[src/rtl/evaluate_poly_gf32.sv]
// Horner evaluation of a byte-coefficient polynomial at T GF(2^32) points, sharing one external multiplier.
// Optional build macro EVAL_ZERO_SKIP_EN: bypass the multiplier whenever the current accumulator lane is zero.
module evaluate_poly_gf32 #(
    parameter string PARAMETER_SET = "L1",
    parameter int    N_COEFF       = (PARAMETER_SET == "L5") ? 480 : ((PARAMETER_SET == "L3") ? 352 : 230),
    parameter int    T             = (PARAMETER_SET == "L5") ? 4 : 3,
    localparam int   AW            = (N_COEFF > 1) ? $clog2(N_COEFF) : 1
) (
    input  logic            i_clk,
    input  logic            i_rst_n,
    input  logic            i_start,
    input  logic [7:0]      i_q_s,
    output logic [AW-1:0]   o_q_s_addr,
    output logic            o_q_s_rd,
    input  logic [32*T-1:0] i_r_eps,
    output logic [32*T-1:0] o_evaluate_out,
    output logic            o_done,
    output logic            o_busy,
    output logic            o_start_mul32,
    output logic [31:0]     o_x_mul32,
    output logic [31:0]     o_y_mul32,
    input  logic [31:0]     i_o_mul32,
    input  logic            i_done_mul32
);

    // state  | meaning
    // IDLE   | waiting for i_start
    // RD     | coefficient read strobe at current index
    // CAP    | capture coefficient byte, restart lane count
    // MSTART | launch multiply acc[31:0] * pts[31:0] (or bypass on zero lane)
    // MWAIT  | hold operands until the multiplier reports done
    // DONE   | publish accumulators, pulse o_done on the next cycle
    typedef enum logic [2:0] {
        S_IDLE,
        S_RD,
        S_CAP,
        S_MSTART,
        S_MWAIT,
        S_DONE
    } state_t;

    localparam int LW = (T > 1) ? $clog2(T) : 1;

    state_t          state;
    state_t          state_nxt;
    state_t          after_lane;
    logic [AW-1:0]   idx;
    logic [LW-1:0]   lane;
    logic [7:0]      coef;
    logic [32*T-1:0] acc;
    logic [32*T-1:0] pts;
    logic [32*T-1:0] acc_rot;
    logic [32*T-1:0] pts_rot;
    logic [31:0]     prod;
    logic [31:0]     lane_val;
    logic            last_lane;
    logic            last_coef;
    logic            skip;
    logic            lane_adv;

    assign last_lane = (lane == LW'(T - 1));
    assign last_coef = (idx == '0);

`ifdef EVAL_ZERO_SKIP_EN
    assign skip = (acc[31:0] == 32'd0);
`else
    assign skip = 1'b0;
`endif

    assign lane_adv = ((state == S_MSTART) && skip) || ((state == S_MWAIT) && i_done_mul32);
    assign prod     = (state == S_MWAIT) ? i_o_mul32 : 32'd0;
    assign lane_val = prod ^ {24'd0, coef};

    // New lane 0 value is written and then the whole register rotates right one lane.
    generate
        if (T > 1) begin : g_rot
            assign acc_rot = {lane_val, acc[32*T-1:32]};
            assign pts_rot = {pts[31:0], pts[32*T-1:32]};
        end else begin : g_rot_single
            assign acc_rot = lane_val;
            assign pts_rot = pts;
        end
    endgenerate

    assign o_q_s_addr = idx;
    assign o_x_mul32  = acc[31:0];
    assign o_y_mul32  = pts[31:0];

    always_ff @(posedge i_clk or negedge i_rst_n) begin
        if (!i_rst_n) begin
            state <= S_IDLE;
        end else begin
            state <= state_nxt;
        end
    end

    always_comb begin
        state_nxt     = state;
        after_lane    = S_DONE;
        o_busy        = (state != S_IDLE);
        o_q_s_rd      = 1'b0;
        o_start_mul32 = 1'b0;

        if (!last_lane) begin
            after_lane = S_MSTART;
        end else if (!last_coef) begin
            after_lane = S_RD;
        end

        case (state)
            S_IDLE: begin
                if (i_start) begin
                    state_nxt = S_RD;
                end
            end
            S_RD: begin
                o_q_s_rd  = 1'b1;
                state_nxt = S_CAP;
            end
            S_CAP: begin
                state_nxt = S_MSTART;
            end
            S_MSTART: begin
                if (skip) begin
                    state_nxt = after_lane;
                end else begin
                    o_start_mul32 = 1'b1;
                    state_nxt     = S_MWAIT;
                end
            end
            S_MWAIT: begin
                if (i_done_mul32) begin
                    state_nxt = after_lane;
                end
            end
            S_DONE: begin
                state_nxt = S_IDLE;
            end
            default: begin
                state_nxt = S_IDLE;
            end
        endcase
    end

    always_ff @(posedge i_clk or negedge i_rst_n) begin
        if (!i_rst_n) begin
            idx            <= '0;
            lane           <= '0;
            coef           <= '0;
            acc            <= '0;
            pts            <= '0;
            o_evaluate_out <= '0;
            o_done         <= 1'b0;
        end else begin
            o_done <= (state == S_DONE);
            case (state)
                S_IDLE: begin
                    if (i_start) begin
                        pts  <= i_r_eps;
                        acc  <= '0;
                        idx  <= AW'(N_COEFF - 1);
                        lane <= '0;
                    end
                end
                S_CAP: begin
                    coef <= i_q_s;
                    lane <= '0;
                end
                S_MSTART, S_MWAIT: begin
                    if (lane_adv) begin
                        acc <= acc_rot;
                        pts <= pts_rot;
                        if (last_lane) begin
                            lane <= '0;
                            // Index 0 is terminal: no decrement, so no underflow read.
                            if (!last_coef) begin
                                idx <= idx - AW'(1);
                            end
                        end else begin
                            lane <= lane + LW'(1);
                        end
                    end
                end
                S_DONE: begin
                    o_evaluate_out <= acc;
                end
                default: begin
                end
            endcase
        end
    end

endmodule

[config.mk]
export PLATFORM = sky130hd
export DESIGN_NAME = evaluate_poly_gf32
export DESIGN_NICKNAME = d
export VERILOG_FILES = /design/src/rtl/evaluate_poly_gf32.sv
export SDC_FILE = /design/constraint.sdc
export NUM_CORES = 1
export LEC_CHECK = 0
export ABC_AREA = 0
export CORE_ASPECT_RATIO = 1.25
export CORE_MARGIN = 2
export CORE_UTILIZATION = 30
export DETAILED_ROUTE_END_ITERATION = 7
export GPL_TIMING_DRIVEN = 1
export HOLD_SLACK_MARGIN = 0.03
export PLACE_DENSITY_LB_ADDON = 0.2
export SYNTH_ARGS = -nofsm -noshare
export SYNTH_HDL_FRONTEND = slang
export SYNTH_SLANG_ARGS = --single-unit
export TNS_END_PERCENT = 50
[constraint.sdc]
create_clock -name i_clk -period 3.75 [get_ports i_clk]
set_input_delay 0.375 -clock i_clk [delete_from_list [all_inputs] [get_ports i_clk]]
set_output_delay 0.375 -clock i_clk [all_outputs]
set_load 0.01 [all_outputs]
Word-level counts from Yosys, hierarchy flattened
Index checks and enable logic that the tools add are counted.
- bits in registers: 310
- word-level logic and storage cells: 56
- output and inout port bits: 172
- input port bits: 140
- add/subtract/negate cells: 2
- reduce and logical (&&, ||, !) cells: 11
- muxes and demuxes: 23
- bitwise operators: 1
- equal/unequal tests: 11
- operator list (operator ; count):
    two-way mux 96 bit ; 4
    case mux 96 bit (2 select lines) ; 2
    two-way mux 32 bit ; 1
    two-way mux 8 bit ; 4
    XOR 32 x 8 -> 32 bit ; 1
    case mux 8 bit (2 select lines) ; 1
    case mux 3 bit (5 select lines) ; 1
    two-way mux 3 bit ; 4
    inequality test 2 bit (second input constant) ; 5
    zero test 8 bit ; 1
    subtractor 8 x 1 -> 8 bit (second input constant) ; 1
    == test 3 x 2 -> 1 bit (second input constant) ; 2
    == test 3 bit (second input constant) ; 2
    two-way mux 2 bit ; 3
    case mux 2 bit (3 select lines) ; 1
    AND reduction 3 bit ; 2
    nonzero test 3 bit ; 2
    AND reduction 5 bit ; 1
    == test 3 x 1 -> 1 bit (second input constant) ; 1
    zero test 3 bit ; 1
    adder 2 x 1 -> 2 bit (second input constant) ; 1
    == test 2 bit (second input constant) ; 1
    two-way mux 1 bit ; 2
    AND reduction 2 bit ; 1
    3 further kinds ; 3

Longest topological paths before layout
Gate-level depths: netlist of run 1.
- depth after elaboration: 5
- mapped depth: 9
- gate-level depth less buffers: 7

Least setup slack after synthesis of run 1
Ideal clock, no wire load.
- kind: register to register
- start: register state[2]
- end: register pts[87]
- setup time: 134 ps
- data required time: 3616 ps
- arrival: 1661 ps
- cell stages (with the launch flop): 10
- slack: 1955 ps
- buffers on the path: 5
- period minus slack after synthesis: 1795 ps
- cell sequence: dfrtp_1 > buf_4 > mux2i_1 > or3_4 > buf_6 > buf_6 > buf_2 > buf_2 > nand2_1 > o21ai_0
- word-level cells in the longest chain between the ends: 4
- elaborated cells between the ends (all ways): 10
- those cells by class: eq/ne: 4; mux: 1; reduce/logical: 5
- RTL lines (item ; RTL line ; RTL):
    start: declaration ; 44 ; state_t state;
    start signal: assignment ; 93 ; state <= state_nxt;
    == test 3 x 2 -> 1 bit / == test 3 bit (equally long branches) ; 156, 70 ;
    OR reduction 2 bit / logical AND 1 bit (equally long branches) ; 156, 70 ;
    inequality test 2 bit (no line) / nonzero test 2 bit (equally long branches) ; - ;
    AND reduction 3 bit (no line) ; - ;
    end signal: assignment ; 159 ; pts <= i_r_eps;
    end signal: assignment ; 172 ; pts <= pts_rot;
    end: declaration ; 51 ; logic [32*T-1:0] pts;
Parallel ways exist; a longest one is shown, timed or not.
A chain may end at the register's enable or synchronous reset.

Final worst setup path of run 1
- start: register state[0]
- end: output o_q_s_rd
- word-level cells in the longest chain between the ends: 2
- RTL lines (item ; RTL line ; RTL):
    == test 3 x 1 -> 1 bit ; 110 ; case (state)
    two-way mux 1 bit ; 110 ;
    end: declaration ; 14 ; output logic o_q_s_rd,
No other way between the ends.

==> results of run 1 <==
## metal layers
metal	GRT usage (%)	up-vias	share of wire [%]
li1	-	3991	-
met1	18.4	4032	45
met2	20.7	267	44
met3	5.05	48	9.5
met4	3.48	2	1.8
met5	0	-	0.042
## per-stage QoR
step	std cells	total power, uW	hold WS [ns]	utilization, %	cell area, um2
global placement	1774	9050	0.460	37.7	16200
CTS	1839	12800	0.418	40.6	17400
finish	1839	12500	0.454	40.6	17400
global route	1839	13400	0.442	40.6	17400
floorplan	1012	7730	0.0794	-	13000
detailed placement	1774	9120	0.470	37.7	16200
## cells by family after synthesis
family / Yosys count / share of synthesized area (%)
AOI/OAI and AO/OA: 205 / 10.9
xor gates and xnor gates: 8 / 0.540
adders and majority gates: 1 / 0.0964
buffers and inverters: 136 / 6.75
DFF: 310 / 59.8
muxes: 205 / 16.8
and+or+nand+nor: 147 / 5.07
## how the worst max path moves through the flow
stage | slack [ns] | cells past startpoint | start | to
after floorplan | 1.95 | 9 | state[2] | pts[87]
after global placement | 1.17 | 7 | i_done_mul32 | o_q_s_addr[3]
after detailed placement | 1.15 | 7 | i_done_mul32 | o_q_s_addr[3]
after CTS | 1.33 | 2 | state[0] | o_q_s_rd
after global routing | 1.21 | 6 | state[2] | o_q_s_addr[3]
final | 1.37 | 2 | state[0] | o_q_s_rd
## synthesized netlist by cell type (all sizes together)
library cell	instances	area, um2
clkbuf	18	67.6
or4	2	15.0
nor4	2	12.5
nand4b	1	8.76
or2	1	6.26
or3	4	30.0
nor2b	3	18.8
a22o	96	841
and2	2	12.5
nor3b	3	33.8
and3b	1	8.76
a2bb2oi	1	8.76
nor3	4	20.0
nand2	111	417
inv	4	15.0
o211ai	2	15.0
dfrtp	310	7760
a21boi	1	7.51
o21ai	99	495
nand3	1	5.00
o31ai	1	7.51
o41ai	1	16.3
mux2i	101	1010
ha	1	12.5
nand2b	4	25.0
o21bai	1	7.51
buf	114	793
nor2	8	45.0
xnor2	8	70.1
mux2	104	1170
a21oi	2	10.0
a31oi	1	6.26
## final cells by class
cell class | count | area [um2]
clock inverter | 9 | 114
inverter | 4 | 15.0
tap | 565 | 707
sequential | 310 | 7760
fill | 4082 | 25500
multi-input combinational | 566 | 4350
timing repair buffer | 330 | 3350
clock buffer | 55 | 1100
## sequential cells by signal, summed over array words and instances, names as in the netlist
register	cells
o_done	1
pts	96
o_evaluate_out	96
coef	8
lane	2
o_q_s_addr	8
acc	96
state	3
## layout by cell type (no fill, tap or decap), types with 3 or more instances in the layout
master and n:
nand2_1 110, inv_1 4, o21ai_0 91, or3_1 3
a22o_1 96, buf_12 7, clkbuf_1 6, nor2_1 6
clkdlybuf4s50_1 310, nor2b_1 3, clkbuf_16 36, mux2_2 104
dfrtp_1 310, o21ai_1 8, nand2b_1 4, clkbuf_8 13
buf_4 11, nor3_1 4, clkinv_2 4, mux2i_1 101
xnor2_1 8
## power groups by stage
| stage | sequential (uW) | clock [uW] | combinational (uW) |
|---|---|---|---|
| 2_1_floorplan | 4940 | 0 | 2790 |
| 3_3_place_gp | 5050 | 0 | 3990 |
| 3_5_place_dp | 5070 | 0 | 4050 |
| 4_1_cts | 5030 | 3690 | 4050 |
| 5_1_grt | 5160 | 3830 | 4420 |
| 6_report | 5010 | 3550 | 3970 |
## critical path, delay by kind of cell, from the launching register on
family,cells,cell delay [ns]
buf+inv,1,0.60
flops,1,0.58
simple gates,1,0.32
## what timing repair did
action	4_1_cts	5_1_grt
resized for setup	0	0
hold buffers	1	0
hold endpoints to repair	22	0
==> out/results.md, run 1 <==
| Step | Quantity | Value |
|---|---|---|
| run status | Result of the run | completed |
| synth | Sequential share of the synthesized area | 59.8% |
| detailed routing | Via Count | 8340 |
| placement | Post-detail-place hpwl | 20.9 mm |
| clock network | Sink Count | 310 |
| power and ir drop | Proportion of power drawn by combinational gates | 31.7% |
| setup path | Critical path required time | 3.38 ns |
| grt | Largest net degree at the start of global routing | 177 |
| synth | Yosys warning total | 0 |
| clock network | Max H-tree Level | 2 |
| synth | Mean post-synth cell area | 12.8 um2 |
| min path | Sink of the worst hold path | acc[91] |
| setup path | Cell Chain, Critical Path | nor3b_1 -> clkdlybuf4s50_1 |
| floorplanning | Initial core utilization | 30.3% |
| timing | Setup repair after global routing missed its margin | no |
| floorplanning | Height of the die | 236 um |
| detailed routing | Initial detailed-routing violation count | 249 |
| setup path | Critical Path Fanout Max | 10 |
| detailed routing | Routed length per instance | 16.7 um |
| synth | Summed instance area of the synthesized netlist | 13000 um2 |
| setup path | Cells on worst reg2reg path | 6 |
| timing | Tmin final | 2.38 ns |
| synth | Cell count after synthesis | 1012 |
| synth | Register bit count reported by yosys | 310 |
| setup path | Setup slack of the most critical reg-to-reg path | 1.48 ns |
| layout | Fraction of final layout cells with drive strength greater than 1 | 14.8% |
| detailed routing | DRC viols | 0 |
| setup path | Crit path kind | reg -> out |
| timing | Transition time at the pin with the least slew margin | 0.989 ns |
| clock network | Maximum count of clock buffers along a single path | 3 |
| min path | Type of the worst min-delay path | in -> reg |
| timing | Final hold vios | 0 |
| detailed routing | ANT nets after route | 0 |
| min path | Number of cells on the worst hold path | 2 |
| floorplanning | Die Outline Area | 44900 um2 |
| floorplanning | Row Count | 85 |
| clock network | Number of buffers inserted by post-CTS setup repair | 0 |
| power and ir drop | Seq pwr share | 40.0% |
| layout | Number of nets in the final layout | 1389 |
| clock network | TritonCTS clock tree | done |
| power and ir drop | Cell area power density | 720 nW/um2 |
| power and ir drop | Net switching share of the total power | 31.6% |
| setup path | Reg-to-reg critical path endpoint | o_q_s_addr[3] |
| setup path | Element type at the critical path end | primary output |
| placement | # port buffers | 311 |
| power and ir drop | Switching power total | 3960 uW |
| detailed routing | Post-detailed-routing wire length | 30.8 mm |
| placement | Placement-stage worst setup slack | 1.15 ns |
| timing | Max transition margin | 34.0% |
| setup path | Worst EP arrival | 2.01 ns |
| timing | Maximum frequency from static timing analysis | 420 MHz |
| timing | Pins Over Slew Limit | 0 |
| grt | Initial antenna violation count | 1 |
| power and ir drop | Internal power summed over all cells | 8570 uW |
| detailed routing | DRT Pass-1 Iters | 4 |
| timing | Sum of negative setup slack | 0 ns |
| timing | Final setup slack of the worst path | 1.37 ns |
| grt | Number of global-route vias before repair | 8623 |
| synth | Post-Syn Nets | 1153 |
| floorplanning | Core box area | 42900 um2 |
| power and ir drop | Leakage dissipation | 0.00829 uW |
| grt | Global router's overall resource usage | 13.7% |
| setup path | Cell with the biggest individual delay on the critical path | clkdlybuf4s50_1 |
| grt | Total global routing overflow | 0 |
| setup path | Slowest cell delay on critical path | 0.60 ns |
| floorplanning | Number of top-level design ports | 312 |
| setup path | Startpoint type of the worst setup path | register |
| timing | Worst clock skew | 0.00893 ns |
| detailed routing | Post-DR vias/cell | 4.54 |
| floorplanning | Width of the die | 190 um |
| power and ir drop | Peak supply drop | 0.000583 V |
| synth | Count of cell types in the netlist | 39 |
| grt | Wire length of the first global-routing pass | 49.1 mm |
| setup path | Worst R2R Start | state[2] |
| min path | Hold path start | i_o_mul32[27] |
| timing | Period utilisation layout | 63.5% |
| layout | Diodes inserted | 0 |
| flow run | Number of max-cap violations | 0 |
| clock network | Reg clk slew, reported paths | 0.06 ns |
| timing | Final count of negative-setup-slack endpoints | 0 |
| power and ir drop | Clock share of power | 28.3% |
| placement | Final weighted congestion of routability-driven global placement | 0.767 |
| clock network | Clock root cell | clkbuf_16 |
| layout | Synthesis-to-finish area growth | 34.1% |
| clock network | TritonCTS buffer count | 36 |
| clock network | Clock Latency Late Sink | 0.52 ns |
No activity file was read; power rests on OpenSTA's default activity.
==> inputs of run 2 (changes only) <==
==> constraint.sdc (replaced) <==
create_clock -name i_clk -period 2.5 [get_ports i_clk]
set_input_delay 0.25 -clock i_clk [delete_from_list [all_inputs] [get_ports i_clk]]
set_output_delay 0.25 -clock i_clk [all_outputs]
set_load 0.01 [all_outputs]
==> out/results.md, run 2 (synthesis results as in run 1) <==
| Step | Quantity | Value |
|---|---|---|
| run status | Result of the run | completed |
| flow run | Number of max-cap violations | 0 |
| clock network | Clock Latency Late Sink | 0.52 ns |
| setup path | Slowest cell delay on critical path | 0.57 ns |
| timing | Setup repair after global routing missed its margin | no |
| min path | Type of the worst min-delay path | in -> async |
| clock network | Clock root cell | clkbuf_16 |
| grt | Total global routing overflow | 0 |
| placement | # port buffers | 311 |
| grt | Wire length of the first global-routing pass | 50.4 mm |
| floorplanning | Row Count | 85 |
| setup path | Startpoint type of the worst setup path | register |
| setup path | Top delay family on crit path | flip-flops |
| detailed routing | ANT nets after route | 0 |
| floorplanning | Number of top-level design ports | 312 |
| clock network | TritonCTS clock tree | done |
| detailed routing | Initial detailed-routing violation count | 297 |
| grt | Largest net degree at the start of global routing | 78 |
| timing | Sum of negative setup slack | 0 ns |
| clock network | TritonCTS buffer count | 34 |
| setup path | Reg-to-reg critical path endpoint | pts[66] |
| layout | Synthesis-to-finish area growth | 34.8% |
| placement | Post-detail-place hpwl | 22.2 mm |
| timing | Period utilisation layout | 88.9% |
| layout | Area of combinational cells with multiple inputs | 4350 um2 |
| floorplanning | Die Outline Area | 44900 um2 |
| layout | Leading cell types in the layout, fill and taps excluded | dfrtp_1, clkdlybuf4s50_1, nand2_1 |
| clock network | Post-cts sizing count | 0 |
| layout | Number of nets in the final layout | 1406 |
| timing | Pins Over Slew Limit | 0 |
| setup path | Critical path required time | 2.25 ns |
| clock network | Maximum count of clock buffers along a single path | 3 |
| setup path | Worst R2R Start | state[0] |
| timing | Maximum frequency from static timing analysis | 450 MHz |
| setup path | Element type at the critical path end | primary output |
| timing | Max transition margin | 62.4% |
| layout | Share of the core filled with cells in the final layout | 40.8% |
| clock network | Cts hold-fix bufs | 1 |
| setup path | Cell Chain, Critical Path | and3b_1 -> clkdlybuf4s50_1 |
| setup path | Worst EP arrival | 1.97 ns |
| setup path | Crit path kind | reg -> out |
| timing | Transition time at the pin with the least slew margin | 0.564 ns |
| grt | Initial antenna violation count | 2 |
| detailed routing | Via Count | 8417 |
| detailed routing | Post-detailed-routing wire length | 31.6 mm |
| floorplanning | Height of the die | 236 um |
| timing | Hold_ws | 0.300 ns |
| layout | Fraction of final layout cells with drive strength greater than 1 | 15.7% |
| clock network | Max H-tree Level | 2 |
| power and ir drop | Leakage dissipation | 0.00834 uW |
| detailed routing | DRC viols | 0 |
| detailed routing | DRT Pass-1 Iters | 4 |
| timing | Final hold vios | 0 |
| setup path | Cells on worst reg2reg path | 6 |
| grt | Global router's overall resource usage | 14.1% |
| clock network | Reg clk slew, reported paths | 0.06 ns |
| layout | Largest registers | acc (96), o_evaluate_out (96), pts (96) |
| timing | Worst clock skew | 0.0171 ns |
| floorplanning | Width of the die | 190 um |
| floorplanning | Core box area | 42900 um2 |
| detailed routing | Post-DR vias/cell | 4.54 |
| power and ir drop | Peak supply drop | 0.000552 V |
| detailed routing | Routed length per instance | 17.1 um |
| clock network | Sink Count | 310 |
| floorplanning | Initial core utilization | 30.3% |
| setup path | Cell with the biggest individual delay on the critical path | dfrtp_1 |
| layout | Number of fillers in the final layout | 4067 |
| setup path | Setup slack of the most critical reg-to-reg path | 0.53 ns |
| placement | Final weighted congestion of routability-driven global placement | 0.744 |
| layout | Diodes inserted | 0 |
| setup path | Critical Path Fanout Max | 10 |
| timing | Final count of negative-setup-slack endpoints | 0 |
| layout | Register area | 7760 um2 |
| power and ir drop | Cell area power density | 1070 nW/um2 |
| setup path | Critical path buffers and inverters | 1 |
| clock network | Number of buffers inserted by post-CTS setup repair | 0 |
| timing | Tmin final | 2.22 ns |
| grt | Number of global-route vias before repair | 8734 |
## run 2: cell types whose count changed in the layout (fill, tap and decap cells not counted), sizes merged
| cell | previous run | this run |
|---|---|---|
| clkinvlp | 0 | 1 |
| clkbuf | 55 | 50 |
| clkinv | 6 | 7 |
| buf | 19 | 38 |
| bufinv | 2 | 0 |
## run 2: worst max-delay path by stage
stage,from,end,slack (ns),cells past startpoint
after floorplan,state[2],pts[87],0.70,9
after global placement,i_done_mul32,acc[20],0.40,7
after detailed placement,i_done_mul32,acc[9],0.37,7
after CTS,state[0],o_start_mul32,0.20,2
after global routing,state[0],o_q_s_rd,0.16,2
final,state[0],o_start_mul32,0.28,2
## run 2: per-stage QoR
stage | instance area, um2 | total power (uW) | worst slack [ns] | instances
after floorplan | 13000 | 11600 | 0.705 | 1012
after global placement | 16400 | 13900 | 0.405 | 1793
after detailed placement | 16400 | 14100 | 0.371 | 1793
after CTS | 17500 | 19100 | 0.204 | 1853
after global routing | 17500 | 20000 | 0.164 | 1853
final | 17500 | 18800 | 0.278 | 1853
## run 2: power by group
part | internal [uW] | leakage, uW | total [uW] | switching [uW]
Clock | 2850 | 0.000541 | 4910 | 2060
Sequential | 6500 | 0.00412 | 7530 | 1030
Combinational | 3350 | 0.00368 | 6310 | 2960
## run 2: per-layer routing
layer  up-vias  global-route usage, %  part of all wire (%)  wire, um
li1       4017                      -                     -         -
met1      4105                   19.0                    45     14200
met2       253                   21.8                    45     14100
met3        38                   4.76                   8.5      2680
met4         4                   3.55                   1.7       532
met5         -                      0                 0.079        25
## run 2: layout make-up
cell class                 instances  share of cell area (%)
clock buffer                      50                    5.84
clock inverter                     9                   0.422
inverter                           4                  0.0858
multi-input combinational        566                    24.8
sequential                       310                    44.4
tap                              565                    4.04
timing repair buffer             349                    20.4
